--- config.mk ---
export PLATFORM = sky130hd
export DESIGN_NAME = opt_delta_seq
export DESIGN_NICKNAME = d
export VERILOG_FILES = /design/src/rtl/opt_delta_seq_pkg.sv /design/src/rtl/opt_delta_seq_rom.sv /design/src/rtl/opt_delta_seq.sv
export SDC_FILE = /design/constraint.sdc
export NUM_CORES = 1
export LEC_CHECK = 0
export ABC_AREA = 1
export BUFFER_PORTS_ARGS = -buffer_cell sky130_fd_sc_hd__buf_2
export CAP_MARGIN = 5
export CORE_ASPECT_RATIO = 0.5
export CORE_MARGIN = 8
export CORE_UTILIZATION = 37
export DETAILED_ROUTE_END_ITERATION = 12
export SYNTH_ARGS = -nofsm -noshare
export SYNTH_HDL_FRONTEND = slang
export SYNTH_SLANG_ARGS = --single-unit
--- constraint.sdc ---
create_clock -name clk -period 2.65 [get_ports clk]
set_input_delay 0.265 -clock clk [delete_from_list [all_inputs] [get_ports clk]]
set_output_delay 0.265 -clock clk [all_outputs]
set_load 0.01 [all_outputs]
--- src/rtl/opt_delta_seq_pkg.sv ---
// Shared replica types for the opt-move delta sequencer: proposal and
// distance-command encodings, sequence lengths and the sequencer state enum.
package opt_delta_seq_pkg;

  localparam int city_num = 30;

  // Move kinds carried in a proposal; the 2-bit encoding is fully used.
  typedef enum logic [1:0] {
    THR = 2'd0,
    TWO = 2'd1,
    OR0 = 2'd2,
    OR1 = 2'd3
  } opt_command_t;

  typedef struct packed {
    opt_command_t command;
    logic [6:0]   k;
    logic [6:0]   l;
  } opt_t;

  // Which tour position a distance command refers to.
  typedef enum logic [2:0] {
    SEL_K  = 3'd0,
    SEL_KP = 3'd1,
    SEL_KM = 3'd2,
    SEL_L  = 3'd3,
    SEL_LP = 3'd4,
    SEL_LM = 3'd5
  } distance_select_t;

  // DNOP latches endpoint A, PLS/MNS accumulate d(A, city), ZERO clears.
  typedef enum logic [1:0] {
    DNOP = 2'd0,
    PLS  = 2'd1,
    MNS  = 2'd2,
    ZERO = 2'd3
  } distance_op_t;

  typedef struct packed {
    distance_select_t select;
    distance_op_t     op;
  } distance_command_t;

  typedef logic signed [17:0] distance_data_t;

  typedef struct packed {
    distance_select_t select;
    distance_op_t     op;
  } seq_step_t;

  localparam logic [3:0] SEQ_LEN_THR = 4'd1;
  localparam logic [3:0] SEQ_LEN_TWO = 4'd9;
  localparam logic [3:0] SEQ_LEN_OR  = 4'd13;

  typedef enum logic [1:0] {
    IDLE   = 2'd0,
    ISSUE  = 2'd1,
    WAIT   = 2'd2,
    RESULT = 2'd3
  } seq_state_t;

  // Number of distance commands emitted for a move kind.
  function automatic logic [3:0] seq_len(input opt_command_t cmd);
    case (cmd)
      TWO:      seq_len = SEQ_LEN_TWO;
      OR0, OR1: seq_len = SEQ_LEN_OR;
      default:  seq_len = SEQ_LEN_THR;
    endcase
  endfunction

endpackage

--- src/rtl/opt_delta_seq_rom.sv ---
// Command-sequence table: maps (move kind, step index) to the distance
// command issued at that step. Purely combinational.
module opt_seq_rom
  import opt_delta_seq_pkg::*;
(
  input  opt_command_t opt_command,
  input  logic [3:0]   step,
  output seq_step_t    step_out
);

  function automatic seq_step_t st(input distance_select_t s, input distance_op_t o);
    st.select = s;
    st.op     = o;
  endfunction

  // Step 0 always clears the accumulator; the edge pairs follow per move kind.
  always_comb begin
    step_out = st(SEL_K, DNOP);
    if (step == 4'd0) begin
      step_out = st(SEL_K, ZERO);
    end else begin
      case (opt_command)
        TWO: begin
          case (step)
            4'd1:    step_out = st(SEL_KM, DNOP);
            4'd2:    step_out = st(SEL_L,  PLS);
            4'd3:    step_out = st(SEL_K,  DNOP);
            4'd4:    step_out = st(SEL_LP, PLS);
            4'd5:    step_out = st(SEL_KM, DNOP);
            4'd6:    step_out = st(SEL_K,  MNS);
            4'd7:    step_out = st(SEL_L,  DNOP);
            4'd8:    step_out = st(SEL_LP, MNS);
            default: step_out = st(SEL_K,  DNOP);
          endcase
        end
        OR0, OR1: begin
          case (step)
            4'd1:    step_out = st(SEL_KM, DNOP);
            4'd2:    step_out = st(SEL_KP, PLS);
            4'd3:    step_out = st(SEL_L,  DNOP);
            4'd4:    step_out = st(SEL_K,  PLS);
            4'd5:    step_out = st(SEL_K,  DNOP);
            4'd6:    step_out = st(SEL_LP, PLS);
            4'd7:    step_out = st(SEL_KM, DNOP);
            4'd8:    step_out = st(SEL_K,  MNS);
            4'd9:    step_out = st(SEL_K,  DNOP);
            4'd10:   step_out = st(SEL_KP, MNS);
            4'd11:   step_out = st(SEL_L,  DNOP);
            4'd12:   step_out = st(SEL_LP, MNS);
            default: step_out = st(SEL_K,  DNOP);
          endcase
        end
        default: step_out = st(SEL_K, DNOP);
      endcase
    end
  end

endmodule

--- src/rtl/opt_delta_seq.sv ---
// Opt-move delta sequencer: accepts a move proposal, streams its distance
// commands with ring-wrapped city positions, waits out the datapath latency
// and returns the accumulated delta over a valid/ready handshake.
// Optional build macro OPT_CHECK_EN: legality check of K/L on accept, with
// a sticky opt_err flag and illegal proposals demoted to THR.
module opt_delta_seq
  import opt_delta_seq_pkg::*;
#(
  parameter int CITY_NUM = city_num,
  parameter int DIST_LAT = 2
) (
  input  logic        clk,
  input  logic        rst_n,
  input  logic        opt_valid,
  output logic        opt_ready,
  input  logic [15:0] opt_in,
  output logic        dcmd_valid,
  output logic [4:0]  dcmd,
  output logic [6:0]  dcmd_city,
  input  logic [17:0] dist_in,
  output logic        delta_valid,
  input  logic        delta_ready,
  output logic [17:0] delta_data,
  output logic        opt_err
);

  localparam logic [6:0] LAST_CITY = 7'(CITY_NUM - 1);
  localparam logic [3:0] LAT       = 4'(DIST_LAT);

  opt_t         prop;
  seq_state_t   state_reg, state_next;
  opt_command_t cmd_reg, cmd_next;
  logic [6:0]   k_reg, k_next;
  logic [6:0]   l_reg, l_next;
  logic [3:0]   step_reg, step_next;
  logic [3:0]   cnt_reg, cnt_next;
  logic [17:0]  delta_reg, delta_next;
  logic         illegal;
  seq_step_t    rom_step;

  assign prop = opt_t'(opt_in);

`ifdef OPT_CHECK_EN
  logic err_reg, err_next;

  // Legality of the proposal currently presented on opt_in.
  always_comb begin
    illegal = (prop.k >= 7'(CITY_NUM)) || (prop.l >= 7'(CITY_NUM));
    case (prop.command)
      TWO, OR0: if (prop.k >= prop.l) illegal = 1'b1;
      OR1:      if ({1'b0, prop.k} <= ({1'b0, prop.l} + 8'd1)) illegal = 1'b1;
      default:  ;
    endcase
  end

  assign opt_err = err_reg;
`else
  assign illegal = 1'b0;
  assign opt_err = 1'b0;
`endif

  // State and datapath registers; synchronous active-low reset.
  always_ff @(posedge clk) begin
    if (!rst_n) begin
      state_reg <= IDLE;
      cmd_reg   <= THR;
      k_reg     <= '0;
      l_reg     <= '0;
      step_reg  <= '0;
      cnt_reg   <= '0;
      delta_reg <= '0;
`ifdef OPT_CHECK_EN
      err_reg   <= 1'b0;
`endif
    end else begin
      state_reg <= state_next;
      cmd_reg   <= cmd_next;
      k_reg     <= k_next;
      l_reg     <= l_next;
      step_reg  <= step_next;
      cnt_reg   <= cnt_next;
      delta_reg <= delta_next;
`ifdef OPT_CHECK_EN
      err_reg   <= err_next;
`endif
    end
  end

  // Next-state logic: accept, issue N commands, wait DIST_LAT, hold result.
  always_comb begin
    state_next = state_reg;
    cmd_next   = cmd_reg;
    k_next     = k_reg;
    l_next     = l_reg;
    step_next  = step_reg;
    cnt_next   = cnt_reg;
    delta_next = delta_reg;
`ifdef OPT_CHECK_EN
    err_next   = err_reg;
`endif
    case (state_reg)
      IDLE: begin
        if (opt_valid) begin
          cmd_next   = illegal ? THR : prop.command;
          k_next     = prop.k;
          l_next     = prop.l;
          step_next  = 4'd0;
          state_next = ISSUE;
`ifdef OPT_CHECK_EN
          if (illegal) err_next = 1'b1;
`endif
        end
      end
      ISSUE: begin
        if (step_reg == seq_len(cmd_reg) - 4'd1) begin
          cnt_next   = LAT;
          state_next = WAIT;
        end else begin
          step_next = step_reg + 4'd1;
        end
      end
      WAIT: begin
        // The last wait cycle is the one in which dist_in is valid.
        if (cnt_reg <= 4'd1) begin
          delta_next = dist_in;
          state_next = RESULT;
        end else begin
          cnt_next = cnt_reg - 4'd1;
        end
      end
      RESULT: begin
        if (delta_ready) state_next = IDLE;
      end
      default: state_next = IDLE;
    endcase
  end

  opt_seq_rom u_rom (
    .opt_command (cmd_reg),
    .step        (step_reg),
    .step_out    (rom_step)
  );

  // Successor / predecessor positions of K (index 0) and L (index 1) on the ring.
  logic [6:0] base_city  [2];
  logic [6:0] plus_city  [2];
  logic [6:0] minus_city [2];

  assign base_city[0] = k_reg;
  assign base_city[1] = l_reg;

  for (genvar gi = 0; gi < 2; gi++) begin : g_ring
    assign plus_city[gi]  = (base_city[gi] == LAST_CITY) ? 7'd0 : base_city[gi] + 7'd1;
    assign minus_city[gi] = (base_city[gi] == 7'd0) ? LAST_CITY : base_city[gi] - 7'd1;
  end

  // Resolve the ROM select to a concrete city; outputs idle at zero.
  always_comb begin
    dcmd      = '0;
    dcmd_city = '0;
    if (state_reg == ISSUE) begin
      dcmd = rom_step;
      case (rom_step.select)
        SEL_K:   dcmd_city = k_reg;
        SEL_KP:  dcmd_city = plus_city[0];
        SEL_KM:  dcmd_city = minus_city[0];
        SEL_L:   dcmd_city = l_reg;
        SEL_LP:  dcmd_city = plus_city[1];
        SEL_LM:  dcmd_city = minus_city[1];
        default: dcmd_city = '0;
      endcase
    end
  end

  assign opt_ready   = rst_n && (state_reg == IDLE);
  assign dcmd_valid  = (state_reg == ISSUE);
  assign delta_valid = (state_reg == RESULT);
  assign delta_data  = delta_reg;

endmodule

==> flow_summary_export.csv, run 1 <==
group,metric,value,unit
floorplanning,dieArea,0.01311,mm2
floorplanning,die_h,85.08,um
worst_setup_path,reg2reg_depth,12,
logic_synthesis,yosysTopAreaCell,"dfxtp_1",
worst_setup_path,cpMaxStageDelayCell,"dfxtp_1",
timing,hold_slack,217.1,ps
worst_setup_path,worstPathRequired,2380,ps
logic_synthesis,synth_area_per_cell,6.803,um2
timing,fin_tns_setup,0,ps
detailed_routing,routed-via-count,3362,
timing,max_slew_margin,44.75,%
logic_synthesis,yosys.area_share.simple,33.35,%
logic_synthesis,synth_flop_cell,"dfxtp_1",
logic_synthesis,syn_area,0.003531,mm2
min_path,hold-path-endpoint,"cmd_reg[0]",
timing,finalCritPeriodShare,90.17,%
clocking,cts.clk_slew.worst_paths,70,ps
outcome,status,"complete, no violations",
worst_setup_path,critical_path_class,"reg -> out",
floorplanning,die_width,154.2,um
power,power_density,1049,mW/mm2
worst_setup_path,critPathArrivalTime,2120,ps
worst_setup_path,end_kind,"output port",
global_routing,overflow,0,
clocking,root_buffer,"clkbuf_16",
timing,skew,7.790,ps
logic_synthesis,synth_nets,577,
detailed_routing,drt-initial-drc-count,206,
logic_synthesis,ys_types,38,
min_path,hp-class,"in -> reg",
floorplanning,start_util,37.75,%
final_layout,n_antenna_cell,0,
timing,period_minus_slack,2389,ps
timing,setup_slack,260.6,ps
clocking,ctsResizeCount,0,
clocking,clk_path_buf_depth,2,
detailed_routing,post_drt_wl_per_cell,12.45,um
detailed_routing,postRouteAntennaNets,0,
logic_synthesis,ys_top_cells_by_count,"nand2_1 (102), inv_1 (73), dfxtp_1 (54)",
logic_synthesis,muxShareOfSynthArea,0,%
logic_synthesis,yosys.area_share.xor_xnor,2.481,%
clocking,htree_levels,2,
worst_setup_path,path_max_fanout,7,
timing,hold_viol,0,
place,gp_congestion,0.8354,
logic_synthesis,synth_cells,519,
logic_synthesis,ys.warnings.count,0,
final_layout,nNetsFinal,640,
detailed_routing,vias_per_cell,4.776,
power,p_leak,2.053,nW
worst_setup_path,reg2reg_slack,400,ps
logic_synthesis,synth_seq_cells,54,
global_routing,antenna_found_initial,0,
clocking,clock_latency,300,ps
worst_setup_path,cp-start-kind,"flop",
min_path,hold_path.startpoint,"opt_in[14]",
logic_synthesis,synthArstFlopShare,0,%
floorplanning,rows,25,
place,dp_hpwl,6931,um
timing,fmax,0.4185,GHz
clocking,post-cts-setup-buffer-count,0,
worst_setup_path,r2r_start,"state_reg[1]",
clocking,ctsHoldBuffers,0,
worst_setup_path,cp_slowest_stage_delay,410,ps
global_routing,grt_max_degree,37,
flow_run,drv_cap,0,
global_routing,grt_pass1_wl,14200,um
place,place_ws,395.3,ps
worst_setup_path,cpMostUsedCell,"inv_1",
power,ir_worst_vdd,0.0004892,V
timing,drv_slew,0,
clocking,clock-sinks,54,
timing,rsz0062_at_grt,"false",
clocking,cts_buffers,5,
place,io_buffer_count,70,
detailed_routing,finalWirelength,8762,um
global_routing,track_usage,13.00,%
logic_synthesis,yosys.area_share.adder,7.087,%
min_path,min_path_cells,3,
detailed_routing,drcViolationCount,0,
logic_synthesis,ys_seq_area_share,30.62,%
logic_synthesis,synth_top_family_by_area,"simple AND/OR/NAND/NOR gates",
timing,tightestPinTransition,826.7,ps
final_layout,syn_to_final_growth,17.33,%
floorplanning,core-area,0.009353,mm2
clocking,cts_tree,"yes",
floorplanning,boundaryPins,72,
detailed_routing,dr.pass1.iters,5,
logic_synthesis,synth_compound_area_share,14.85,%
logic_synthesis,synth.most_common_cell,"nand2_1",
timing,setup_violations,0,
worst_setup_path,cp_cell_sequence,"inv_1 -> ha_1 -> nand3_2 -> nand2_4 -> nor3_4 -> nand2_1 -> o21ai_1 -> inv_1 -> a21oi_2 -> buf_2",
logic_synthesis,yosys.area.top_type_share,30.62,%
final_layout,drive_above_1_share,20.58,%
logic_synthesis,synth-edff-count,0,
global_routing,grt_pass1_vias,2965,
logic_synthesis,synth_area_leaders,"dfxtp_1 (31%), nand2_1 (11%), inv_1 (7.8%), ha_1 (7.1%), nand3_1 (6.9%)",
[worst max-delay path, delay by kind of cell (launching register included)]
family,cells,cell delay [ps]
and+or+nand+nor,4,650
DFF,1,410
buffers and inverters,3,290
AOI/OAI and AO/OA,2,250
adders and majority gates,1,220
[routing by layer]
metal	vias up	part of all wire, %	track usage [%]
met5	-	0	0
met4	0	1.1	3.972
met3	8	3.4	2.737
met2	50	46	21.73
met1	1509	49	16.52
li1	1795	-	-
[power by group]
| group | leakage, nW | switching (mW) | internal [mW] |
|---|---|---|---|
| logic | 1.52 | 1.46 | 0.790 |
| clock network | 0.0842 | 0.312 | 0.448 |
| registers | 0.444 | 0.230 | 1.10 |
[through the flow]
stage	cell area, um2	cells	power (mW)	utilization (%)
2_1_floorplan	3531	519	3.065	-
3_3_place_gp	3974	696	3.600	42.49
3_5_place_dp	3974	696	3.608	42.49
4_1_cts	4143	704	4.388	44.29
5_1_grt	4143	704	4.750	44.29
6_report	4143	704	4.344	44.29
[cells by family after synthesis]
logic type | Yosys count
DFF | 54
adders and majority gates | 20
xor gates and xnor gates | 10
and+or+nand+nor | 233
other | 1
AOI/OAI and AO/OA | 102
buffers and inverters | 99
[how the worst max path moves through the flow]
stage | startpoint | endpoint | cells past startpoint
final | step_reg[0] | dcmd_city[3] | 10
after global routing | step_reg[0] | dcmd_city[1] | 10
after CTS | step_reg[0] | dcmd_city[3] | 10
after detailed placement | state_reg[1] | flop | 12
after global placement | state_reg[1] | flop | 12
after floorplan | state_reg[1] | flop | 13
[final cells by class]
| class | instances | area (um2) |
|---|---|---|
| inverter | 80 | 310.3 |
| sequential | 54 | 1081 |
| clock buffer | 5 | 125.1 |
| fill | 959 | 5210 |
| multi-input combinational | 366 | 2043 |
| clock inverter | 3 | 43.79 |
| timing repair buffer | 75 | 387.9 |
| tap | 121 | 151.4 |
[cells in the final DEF (no fill, tap or decap), drive strengths merged, types with 5 or more instances in the layout]
cell type    n
a21oi       46
buf         75
xor2        10
nand4       10
ha          20
o21ai       53
nand3       56
dfxtp       54
nor3         8
inv         81
nand2      111
clkbuf       5
nor2        42
Power figures use the tool's default switching activity.
==> inputs of run 2 (changes only) <==
ABC_AREA = default   (was 1)
SKIP_LAST_GASP = 1   (was default)
SYNTH_HIERARCHICAL = 1   (was default)
==> run 2 against run 1 <==
Net effect: the run now ends with negative setup slack left; setup slack got worse by 400 ps; die area decreased by 9.1%; cell area decreased by 2.5%; via count decreased by 4.2%; first-iteration DRC count decreased by 22%; clock skew decreased by 3.4 ps; sequential power decreased by 28%; total power decreased by 27%.
==> flow_summary_export.csv, run 2 <==
group,metric,value,unit
final_layout,fill_cells,816,
logic_synthesis,synth_area_per_cell,7.361,um2
power,p_int,1.880,mW
clocking,clock_latency,280,ps
logic_synthesis,syn_area,0.003158,mm2
clocking,root_buffer,"clkbuf_16",
final_layout,syn_to_final_growth,27.89,%
place,gp_congestion,0.8615,
worst_setup_path,critical_path_class,"reg -> out",
power,ir_worst_vdd,0.0003254,V
global_routing,grt_max_degree,28,
floorplanning,start_util,38.78,%
worst_setup_path,critPathArrivalTime,2520,ps
global_routing,overflow,0,
global_routing,grt_pass1_vias,3038,
power,power_density,783.8,mW/mm2
logic_synthesis,synth_nets,487,
logic_synthesis,ys_seq_area_share,27.89,%
power,p_total,3.166,mW
place,dp_hpwl,6750,um
timing,period_minus_slack,2786,ps
clocking,cts_tree,"yes",
timing,hold_viol,0,
final_layout,drive_above_1_share,29.53,%
final_layout,layout_commonest_cell,"nand2_1",
logic_synthesis,synth_area_leaders,"dfxtp_1 (28%), nand2_1 (11%), a21oi_1 (7.9%), ha_1 (7.9%), nor2_1 (2.6%)",
logic_synthesis,yosys.area.top_type_share,27.89,%
floorplanning,die_h,81.33,um
power,power_switching,1.285,mW
detailed_routing,drcViolationCount,0,
worst_setup_path,path_max_fanout,6,
worst_setup_path,cp-start-kind,"flop",
min_path,hold-path-endpoint,"k_reg[3]",
final_layout,nNetsFinal,565,
timing,setup_slack,-136.3,ps
logic_synthesis,synth_seq_cells,44,
outcome,status,"finished, violations left",
worst_setup_path,reg2reg_slack,650,ps
clocking,clk_path_buf_depth,2,
logic_synthesis,ys_types,70,
power,p_comb_share,48.0,%
worst_setup_path,worstPathRequired,2380,ps
clocking,clock-sinks,44,
floorplanning,dieArea,0.01193,mm2
floorplanning,rows,23,
floorplanning,core-area,0.008144,mm2
clocking,cts.clk_slew.worst_paths,60,ps
logic_synthesis,synth_cells,429,
logic_synthesis,synth-edff-count,0,
logic_synthesis,synth.most_common_cell,"nand2_1",
outcome,violations,"negative setup slack",
timing,tightestPinTransition,828.3,ps
global_routing,grt_pass1_wl,14510,um
timing,max_slew_margin,44.72,%
detailed_routing,routed-via-count,3220,
timing,hold_slack,219.1,ps
worst_setup_path,end_kind,"output port",
power,pwr-share-seq,30.3,%
timing,skew,4.415,ps
timing,fmax,0.3589,GHz
clocking,cts_buffers,5,
clocking,htree_levels,2,
min_path,min_path_cells,3,
detailed_routing,postRouteAntennaNets,0,
logic_synthesis,synth_flop_cell,"dfxtp_1",
logic_synthesis,ys.warnings.count,6,
timing,finalCritPeriodShare,105.1,%
final_layout,final_cell_mix,"nand2_1 (89), buf_2 (70), a21oi_1 (50)",
logic_synthesis,ys_top_cells_by_count,"nand2_1 (90), a21oi_1 (50), dfxtp_1 (44)",
worst_setup_path,r2r_start,"step_reg[3]",
timing,setup_violations,7,
min_path,hold_path.startpoint,"opt_in[10]",
final_layout,largest_register_ffs,18,
detailed_routing,drt-initial-drc-count,161,
detailed_routing,post_drt_wl_per_cell,14.34,um
timing,rsz0062_at_grt,"true",
place,io_buffer_count,70,
power,p_leak,1.668,nW
floorplanning,boundaryPins,72,
detailed_routing,finalWirelength,8891,um
worst_setup_path,reg2reg_depth,6,
min_path,hp-class,"in -> reg",
power,pwr-share-clk,21.7,%
logic_synthesis,synthArstFlopShare,0,%
global_routing,antenna_found_initial,0,
timing,drv_slew,0,
floorplanning,die_width,146.7,um
logic_synthesis,yosysTopAreaCell,"dfxtp_1",
global_routing,track_usage,14.48,%
final_layout,n_antenna_cell,0,
worst_setup_path,r2r-end,"cnt_reg[3]",
flow_run,drv_cap,0,
power,p_sw_share,40.61,%
detailed_routing,vias_per_cell,5.194,
detailed_routing,dr.pass1.iters,4,
## run 2: changes by cell type after synthesis, sizes merged, moves of 12 or more
cell / delta
nand3: -41
and2: +12
nor2: -20
nand2: -21
inv: -60
o21ai: -39
## run 2: power by group through the flow
stage                     Combinational [mW]  Sequential [mW]  Clock [mW]
after floorplan                         1.08            0.923           0
after global placement                  1.49            0.955           0
after detailed placement                1.50            0.957           0
after CTS                               1.51            0.957       0.703
after global routing                    1.70            0.982       0.736
final                                   1.52            0.960       0.687
## run 2: worst max-delay path by stage
stage	slack, ps	start	endpoint
global placement	120	step_reg[0]	dcmd_city[6]
floorplan	100	step_reg[0]	dcmd_city[4]
finish	-140	step_reg[0]	dcmd_city[6]
global route	-220	step_reg[0]	dcmd_city[6]
CTS	-130	step_reg[0]	dcmd_city[1]
detailed placement	60	step_reg[0]	dcmd_city[6]
## run 2: timing repair
| item | 4_1_cts | 5_1_grt |
|---|---|---|
| setup buffers | 1 | 1 |
| pin swaps | 9 | 9 |
| endpoints found under the setup margin | 7 | 7 |
| gates resized for setup | 22 | 15 |
| hold buffers | 0 | 0 |
## run 2: per-stage QoR
stage / setup TNS, ps / cells / cell area (um2) / worst slack [ps] / util (%)
6_report: -626.4 / 620 / 4039 / -136.3 / 49.59
5_1_grt: -1451 / 620 / 4039 / -219.7 / 49.59
4_1_cts: -737.3 / 619 / 3980 / -132.7 / 48.87
3_5_place_dp: 0 / 610 / 3732 / 60.30 / 45.83
3_3_place_gp: 0 / 610 / 3732 / 120.9 / 45.83
2_1_floorplan: 0 / 429 / 3158 / 102.3 / -
## run 2: layer usage
metal,wire [um],track usage (%),up-vias
li1,-,-,1641
met3,553,2.882,9
met2,3933,22.92,112
met1,4296,19.65,1458
met5,0,0,-
met4,108,4.485,0
## run 2: critical path, stage by stage, from the launching register on
cell and delay (ps):
dfxtp_4 360, inv_4 70, ha_2 270, nand4bb_1 130, o311ai_2 130, and3_4 250
buf_4 140, nor2b_4 140, nand2_2 90, or3_1 360, o211ai_1 120, buf_2 170
## run 2: cells by family after synthesis
logic type	synth area share, %
fa+ha+maj	8.280
mux	1.268
xor+xnor	3.883
buf+inv	6.379
simple gates	28.45
other cells	0.1187
flops	27.89
compound gates	23.73
## run 2: area by class of cell
type	count	area, um2	area share, %
clock buffer	6	128.9	3.191
clock inverter	2	35.03	0.8674
inverter	20	77.57	1.921
multi-input combinational	336	2185	54.09
sequential	44	889.6	22.03
tap	112	140.1	3.470
timing repair buffer	100	583.1	14.44
